[src/rtl/iobus_chk_fifo.sv]
// -----------------------------------------------------------------------------
// iobus_chk_fifo
// Synchronous FIFO holding the expected values of one checker channel.
// The head entry is presented combinationally, so a value pushed at one edge
// is visible on head from the next cycle on.
//
// Ports:
//   clk        system clock
//   rst        synchronous active-high reset
//   flush      empties the FIFO (wins over push/pop in the same cycle)
//   push       write push_data (ignored when full)
//   push_data  value to enqueue
//   pop        discard the head entry (ignored when empty)
//   head       oldest stored value
//   empty      no entries stored
//   full       DEPTH entries stored
// -----------------------------------------------------------------------------
module iobus_chk_fifo #(
    parameter int WIDTH = 32,
    parameter int DEPTH = 16
) (
    input  logic             clk,
    input  logic             rst,
    input  logic             flush,
    input  logic             push,
    input  logic [WIDTH-1:0] push_data,
    input  logic             pop,
    output logic [WIDTH-1:0] head,
    output logic             empty,
    output logic             full
);

    localparam int AW = $clog2(DEPTH);
    localparam int CW = AW + 1;

    logic [WIDTH-1:0] mem [DEPTH];
    logic [AW-1:0]    wr_ptr;
    logic [AW-1:0]    rd_ptr;
    logic [CW-1:0]    count;
    logic             do_push;
    logic             do_pop;

    assign empty   = (count == '0);
    assign full    = (count == CW'(DEPTH));
    assign do_push = push && !full && !flush;
    assign do_pop  = pop && !empty && !flush;
    assign head    = mem[rd_ptr];

    // NOTE: state registers use non-blocking assignments so every flop samples
    // the pre-edge values, independent of the order of statements.
    always_ff @(posedge clk) begin
        if (rst || flush) begin
            wr_ptr <= '0;
            rd_ptr <= '0;
            count  <= '0;
        end else begin
            // Pointers wrap naturally because DEPTH is a power of two.
            if (do_push) wr_ptr <= wr_ptr + 1'b1;
            if (do_pop)  rd_ptr <= rd_ptr + 1'b1;
            case ({do_push, do_pop})
                2'b10:   count <= count + 1'b1;
                2'b01:   count <= count - 1'b1;
                default: count <= count;
            endcase
        end
    end

    // NOTE: the storage array has no reset; occupancy is tracked by count, so
    // stale contents are never observed and the array can map to RAM.
    always_ff @(posedge clk) begin
        if (do_push) mem[wr_ptr] <= push_data;
    end

endmodule

[config.mk]
export PLATFORM = sky130hd
export DESIGN_NAME = iobus_chk_fifo
export DESIGN_NICKNAME = d
export VERILOG_FILES = /design/src/rtl/iobus_chk_fifo.sv
export SDC_FILE = /design/constraint.sdc
export NUM_CORES = 1
export LEC_CHECK = 0
export CORE_UTILIZATION = 35
export DETAILED_ROUTE_END_ITERATION = 12
export SLEW_MARGIN = 0
export SYNTH_ARGS = -nofsm -noshare
export SYNTH_HDL_FRONTEND = slang
export SYNTH_SLANG_ARGS = --single-unit
[constraint.sdc]
create_clock -name clk -period 5.59 [get_ports clk]
set_clock_uncertainty 0.2 [all_clocks]
set_input_delay 0.8385 -clock clk [delete_from_list [all_inputs] [get_ports clk]]
set_output_delay 0.8385 -clock clk [all_outputs]
set_load 0.01 [all_outputs]
* Word-level counts from Yosys, hierarchy flattened *
Memories as Yosys holds them, arrays and structs flattened. A register that Yosys moved wholly into a read port is not among the register bits.
Index checks and enable logic that the tools add are counted.

word-level totals
  output and inout port bits = 34
  bits in registers = 13
  input port bits = 37
  memories = 1
  RAM bits = 512
  word-level logic and storage cells = 26

memory list
  memory  depth  bits a word  rd ports  clocked after Yosys merged registers in  write ports  line  source
  mem     16     32           1         1                                        1            36    logic [WIDTH-1:0] mem [DEPTH];

cells by class
  multiplexer cells = 5
  equal/unequal tests = 3
  add/subtract/negate cells = 4
  reductions and logical operators = 10

operators with widths
  kind                                                 count
  case mux 5 bit (2 select lines)                      1
  adder 4 x 1 -> 4 bit, second input constant          2
  two-way mux 4 bit                                    2
  adder 5 x 1 -> 5 bit, second input constant          1
  equality test 5 bit, second input constant           1
  logical NOT 5 bit                                    1
  subtractor 5 x 1 -> 5 bit, second input constant     1
  logical AND 1 bit                                    4
  logical NOT 1 bit                                    3
  equality test 2 x 1 -> 1 bit, second input constant  1
  equality test 2 bit, second input constant           1
  two-way mux 1 bit                                    2
  nonzero test 2 bit                                   1
  logical OR 1 bit                                     1

* Depth between registers and ports, before layout *
Gate-level depths: netlist of the first run.

  depth in word-level cells = 6
  depth in mapped cells = 12
  gate-level depth less buffers = 10

* Worst setup path after synthesis of the first run *
OpenSTA, ideal clock, no wires.

  path type = input-to-reg
  start = input port push
  end = memory mem[3][0] (enable)
  required time = 4.929 ns
  path slack = 1.142 ns
  stages on the path = 4
  arrival = 3.787 ns
  path through = inv_1 a211oi_2 nand2_1 nor3_1

between the ends
  longest elaborated chain between the ends = 4

ends and longest elaborated chain
  element                                  line  source
  start, declared                          25    input logic push,
  logical AND 1 bit (2 in series)          45    assign do_push = push && !full && !flush;
  two-way mux 1 bit                        71    if (do_push) mem[wr_ptr] <= push_data;
  two-way mux 1 bit (implied by the code)  71
  end, declared                            36

Every way passes these cells.

==> results.toml, run 1 <==
[status]
status = "completed"

[timing]
period_share = 0.818
setup-violations-final = 0
max_freq_mhz = 219
slew_viol_final = 0
hold_violations = 0
finalSetupTns_ns = 0
tightestPinTransition_ns = 0.962
rsz0062_at_grt = "false"
min_period_ns = 4.57
slew_headroom = 0.357

[worst_setup_path]
crit_slowest_cell = "dfxtp_4"
worstSetupPathType = "reg -> out"
r2r-start = "count[2]"
cp_data_arrival_time_ns = 3.53
cp.required_ns = 4.55
crit_path_max_fanout = 43
startpoint_type = "flop"
crit_path_max_incr_delay_ns = 0.90
critical_path.endpoint_type = "output pin"
path_cells = "buf_12 -> mux4_1 -> mux4_2 -> clkdlybuf4s50_1"
endpoint = "head[4]"
ff2ff_setup_slack_ns = 2.23
reg2reg_to = "mem[8][21]"
reg2regPathDepth = 5

[finish]
final_layout_size_suffix_gt1_frac = 0.248
synthToLayoutAreaGrowth_pct = 17.3
diodes = 0
post-route-util = 0.415
final_nets = 994
fillers = 5009
final_area_um2 = 24000

[place]
placed_area_um2 = 22200
gp_congestion = 0.726
place_hpwl_um = 25300
port_buffers = 70

[floorplanning]
ios = 71
die_area_um2 = 59300
die_h_um = 244
initial_core_util = 0.354
die_w_um = 244
core_area_um2 = 57700
rows = 88

[routing]
postRouteAntennaNets = 0
wirelength_um = 42600
via_per_inst = 5.14
wl_per_cell_um = 24.2
drc = 0
via_count = 9040
drtPass1Iterations = 5
drtIter0Drc = 648

[clock_tree]
clk_pin_slew_ns = 0.06
cts.sinks = 529
cts_tree = "built"
cts_resized = 0
cts_buffer_depth = 3
cts_hold_buf = 0
cts-root-buf = "clkbuf_16"
post_cts_buffers = 0
numCtsBuffers = 53
clock_latency_ns = 0.59
htree_num_levels = 2

[pwr]
p_leak_uw = 0.00729
peakVddDrop_mv = 0.206
powerDensity_nw_per_um2 = 337

[grt]
grt_max_degree = 55
track_usage = 0.145
antenna_found_initial = 1
grt_pass1_wl_um = 63100
grt-ovfl-total = 0
grtUsageMet1 = 0.201
met2_usage = 0.234
grt_busiest_layer = "met2"
grt_pass1_vias = 9488
use_met3 = 0.0291

[yosys]
synth.area.top_cells = "edfxtp_1 (75%), mux4_2 (12%), mux4_1 (6.4%)"
synth_top_cell_by_area = "edfxtp_1"
synth.cell_area_um2 = 20400
yosysSeqAreaShare = 0.769
yosysMostFrequentCell = "edfxtp_1"
async_flop_share = 0
ys_ff_latch = 529
syn_inst = 834
synthesis.nets = 879
yosys.cell_types.count = 42
synth_flop_cell = "edfxtp_1"
yosysTopAreaCellShare = 0.753
synth_common_cells = "edfxtp_1 (512), mux4_2 (110), mux4_1 (50), nor2_1 (30), clkbuf_1 (22)"
ys.warnings.count = 0
avgSynthCellArea_um2 = 24.5
synth-edff-count = 512

[run]
drv_cap = 0

[hold_path]
hp-class = "reg -> reg"
[cells by family after synthesis]
family                   Yosys count  share of synthesized area
AO/OA/AOI/OAI                     13                    0.00453
XOR/XNOR                          11                    0.00472
multiplexers                     162                      0.187
AND/OR/NAND/NOR                   62                     0.0150
flip-flops                       529                      0.769
buffers and inverters             49                     0.0150
adder cells (fa/ha/maj)            8                    0.00490
[report_power, final]
group          internal [µW]  leakage [µW]  switching (µW)
combinational           73.5       0.00168            98.9
clock                   2060      0.000856            1480
sequential              4360       0.00475            5.33
total                   6490       0.00729            1580
[critical path: cells and delay by family (launching register included)]
kind | cells | cell delay (ns)
mux | 2 | 1.20
flops | 1 | 0.90
buf+inv | 2 | 0.79
[final cells by class]
cell class / instances / area [µm²] / area share
Sequential cell: 529 / 15700 / 0.656
Multi-Input combinational cell: 256 / 4520 / 0.189
Clock buffer: 64 / 1390 / 0.0580
Timing Repair Buffer: 104 / 993 / 0.0415
Tap cell: 765 / 957 / 0.0400
Clock inverter: 36 / 357 / 0.0149
Inverter: 5 / 18.8 / 0.000783
[through the flow]
| step | worst slack [ns] | total power, µW | hold WS (ns) | std cells |
|---|---|---|---|---|
| after detailed placement | 1.41 | 4630 | 0.292 | 1659 |
| final | 1.02 | 8070 | 0.308 | 1759 |
| after floorplan | 1.14 | 4510 | 0.272 | 834 |
| after global routing | 0.849 | 8320 | 0.338 | 1759 |
| after CTS | 0.920 | 8170 | 0.311 | 1759 |
| after global placement | 1.50 | 4620 | 0.288 | 1659 |
[state kept, by name, summed over array words and instances, names as in the netlist, named ones only]
name,flops
mem,512
count,5
rd_ptr,4
wr_ptr,4
[worst min path at each step]
stage,start,cells past startpoint,slack (ns),to
after floorplan,rd_ptr[3],2,0.27,flop
after global placement,rd_ptr[3],2,0.29,rd_ptr[3]
after detailed placement,rd_ptr[3],2,0.29,rd_ptr[3]
after CTS,rd_ptr[3],2,0.31,rd_ptr[3]
after global routing,rd_ptr[3],2,0.34,rd_ptr[3]
final,rd_ptr[3],2,0.31,rd_ptr[3]
[per-layer routing]
layer / vias up / part of all wire
met1: 4896 / 0.44
met2: 233 / 0.49
met5: - / 0.00028
li1: 3853 / -
met3: 56 / 0.053
met4: 2 / 0.016
[cells in the final DEF, fill, tap and decap left out, types with 3 or more instances in the layout]
cell type          n
xnor2_1            4
clkinv_1           9
buf_12             3
nor2_1            18
nor2_4            12
nand2_1            7
inv_1              5
clkinvlp_4         3
nor3_2             4
clkbuf_16         54
nand4_1            3
bufinv_16          6
clkdlybuf4s50_1   70
buf_4             31
ha_1               8
edfxtp_1         512
xor2_1             7
mux4_1            50
mux4_2           110
dfxtp_1           13
clkbuf_1          10
clkinv_2          15
(Power assumes the default switching activity.)
==> run 2, diff against run 1 <==
Clock period 5.59 ns to 4.6 ns, I/O delays scaled along.
==> results.toml, run 2 (synthesis results as in run 1) <==
[timing]
rsz0062_at_grt = "false"
finalSetupTns_ns = 0
tightestPinTransition_ns = 0.806
slew_viol_final = 0
max_freq_mhz = 234
hold_violations = 0
period_share = 0.930
min_period_ns = 4.28
slew_headroom = 0.463
fin_ws_ns = 0.320
setup-violations-final = 0

[pwr]
power_frac_comb = 0.021
power.switching_uw = 1910
clkPwrFrac = 0.445
peakVddDrop_mv = 0.307
powerDensity_nw_per_um2 = 411
p_total_uw = 9940
power_frac_seq = 0.534
p_leak_uw = 0.00735
switching_share = 0.192
p_int_uw = 8020

[status]
status = "completed"

[place]
dp_slack_ns = 0.855
place_hpwl_um = 24500
port_buffers = 70
gp_congestion = 0.741
placed_area_um2 = 22400

[routing]
drtPass1Iterations = 5
drtIter0Drc = 825
postRouteAntennaNets = 0
drc = 0
wirelength_um = 41900
wl_per_cell_um = 23.8
via_count = 9015
via_per_inst = 5.13

[clock_tree]
htree_num_levels = 2
cts_resized = 0
cts-root-buf = "clkbuf_16"
cts.sinks = 529
clock_latency_ns = 0.59
cts_buffer_depth = 3
post_cts_buffers = 0
clk_pin_slew_ns = 0.06
cts_hold_buf = 0
cts_tree = "built"
numCtsBuffers = 52

[floorplanning]
die_h_um = 244
die_w_um = 244
ios = 71
core_area_um2 = 57700
initial_core_util = 0.354
rows = 88
die_area_um2 = 59300

[grt]
grt_pass1_vias = 9524
grt-ovfl-total = 0
grt_max_degree = 49
antenna_found_initial = 0
track_usage = 0.144
grt_pass1_wl_um = 62500

[worst_setup_path]
crit_path_max_incr_delay_ns = 0.71
worstSetupPathType = "reg -> out"
cp.required_ns = 3.71
crit_path_max_fanout = 26
startpoint_type = "flop"
cp_data_arrival_time_ns = 3.39
crit_family = "multiplexers"
crit_slowest_cell = "dfxtp_4"
cp_num_buf_inv = 2
path_cells = "buf_4 -> mux4_1 -> mux4_2 -> clkdlybuf4s50_1"
critical_path.endpoint_type = "output pin"

[finish]
fillers = 4982
final_nets = 999
largest_reg_flops = 512
diodes = 0
final_cell_mix = "edfxtp_1 (512), mux4_2 (110), clkdlybuf4s50_1 (70), clkbuf_16 (52), mux4_1 (50)"
synthToLayoutAreaGrowth_pct = 18.3
final_area_um2 = 24200
layout_commonest_cell = "edfxtp_1"
post-route-util = 0.419
top_regs = "mem (512), count (5)"
top_register = "mem"
final_layout_size_suffix_gt1_frac = 0.248

[run]
drv_cap = 0

[hold_path]
hp-class = "reg -> reg"
[run 2: cell count changes in the layout (fill, tap and decap cells not counted), sizes merged]
cell	change
clkinvlp	-1
buf	+6
clkinv	-4
bufinv	+4
clkbuf	-6
[run 2: path summary, 6_finish.rpt]
check	startpoint	to	slack [ns]	cells after the start
worst min register to register	rd_ptr[3]	rd_ptr[3]	0.31	2
worst min-delay path	rd_ptr[3]	rd_ptr[3]	0.31	2
worst max register to register	count[1]	mem[10][11]	1.48	5
worst max-delay path	flop	head[4]	0.32	4
[run 2: cell type report]
cell class,count,area [µm²],share of cell area
flip-flops and latches,529,15700,0.651
multi-input cells,256,4520,0.187
clock buffers,58,1320,0.0548
repair buffers,110,1160,0.0482
well taps,765,957,0.0396
clock inverters,35,455,0.0189
inverters,5,18.8,0.000777
[run 2: layer usage]
metal	wire, µm	vias up	global-route usage
met4	850	0	0.0395
li1	-	3870	-
met3	1910	62	0.0292
met1	18800	4887	0.198
met2	20400	196	0.232
met5	0	-	0
[run 2: per-stage QoR]
| stage | instances | hold WS (ns) |
|---|---|---|
| 2_1_floorplan | 834 | 0.272 |
| 3_3_place_gp | 1665 | 0.291 |
| 3_5_place_dp | 1665 | 0.299 |
| 4_1_cts | 1758 | 0.313 |
| 5_1_grt | 1758 | 0.372 |
| 6_report | 1758 | 0.312 |
[run 2: power groups by stage]
| stage | Combinational [µW] | Sequential (µW) | Clock (µW) |
|---|---|---|---|
| finish | 208 | 5300 | 4420 |
| global route | 226 | 5300 | 4690 |
| CTS | 213 | 5300 | 4540 |
| global placement | 207 | 5410 | 0 |
| detailed placement | 213 | 5410 | 0 |
| floorplan | 71.1 | 5410 | 0 |
[run 2: tightest hold or removal path: stages, from the launching register on]
cell,delay (ns)
dfxtp_1,0.32
xor2_1,0.08
nor2_1,0.08
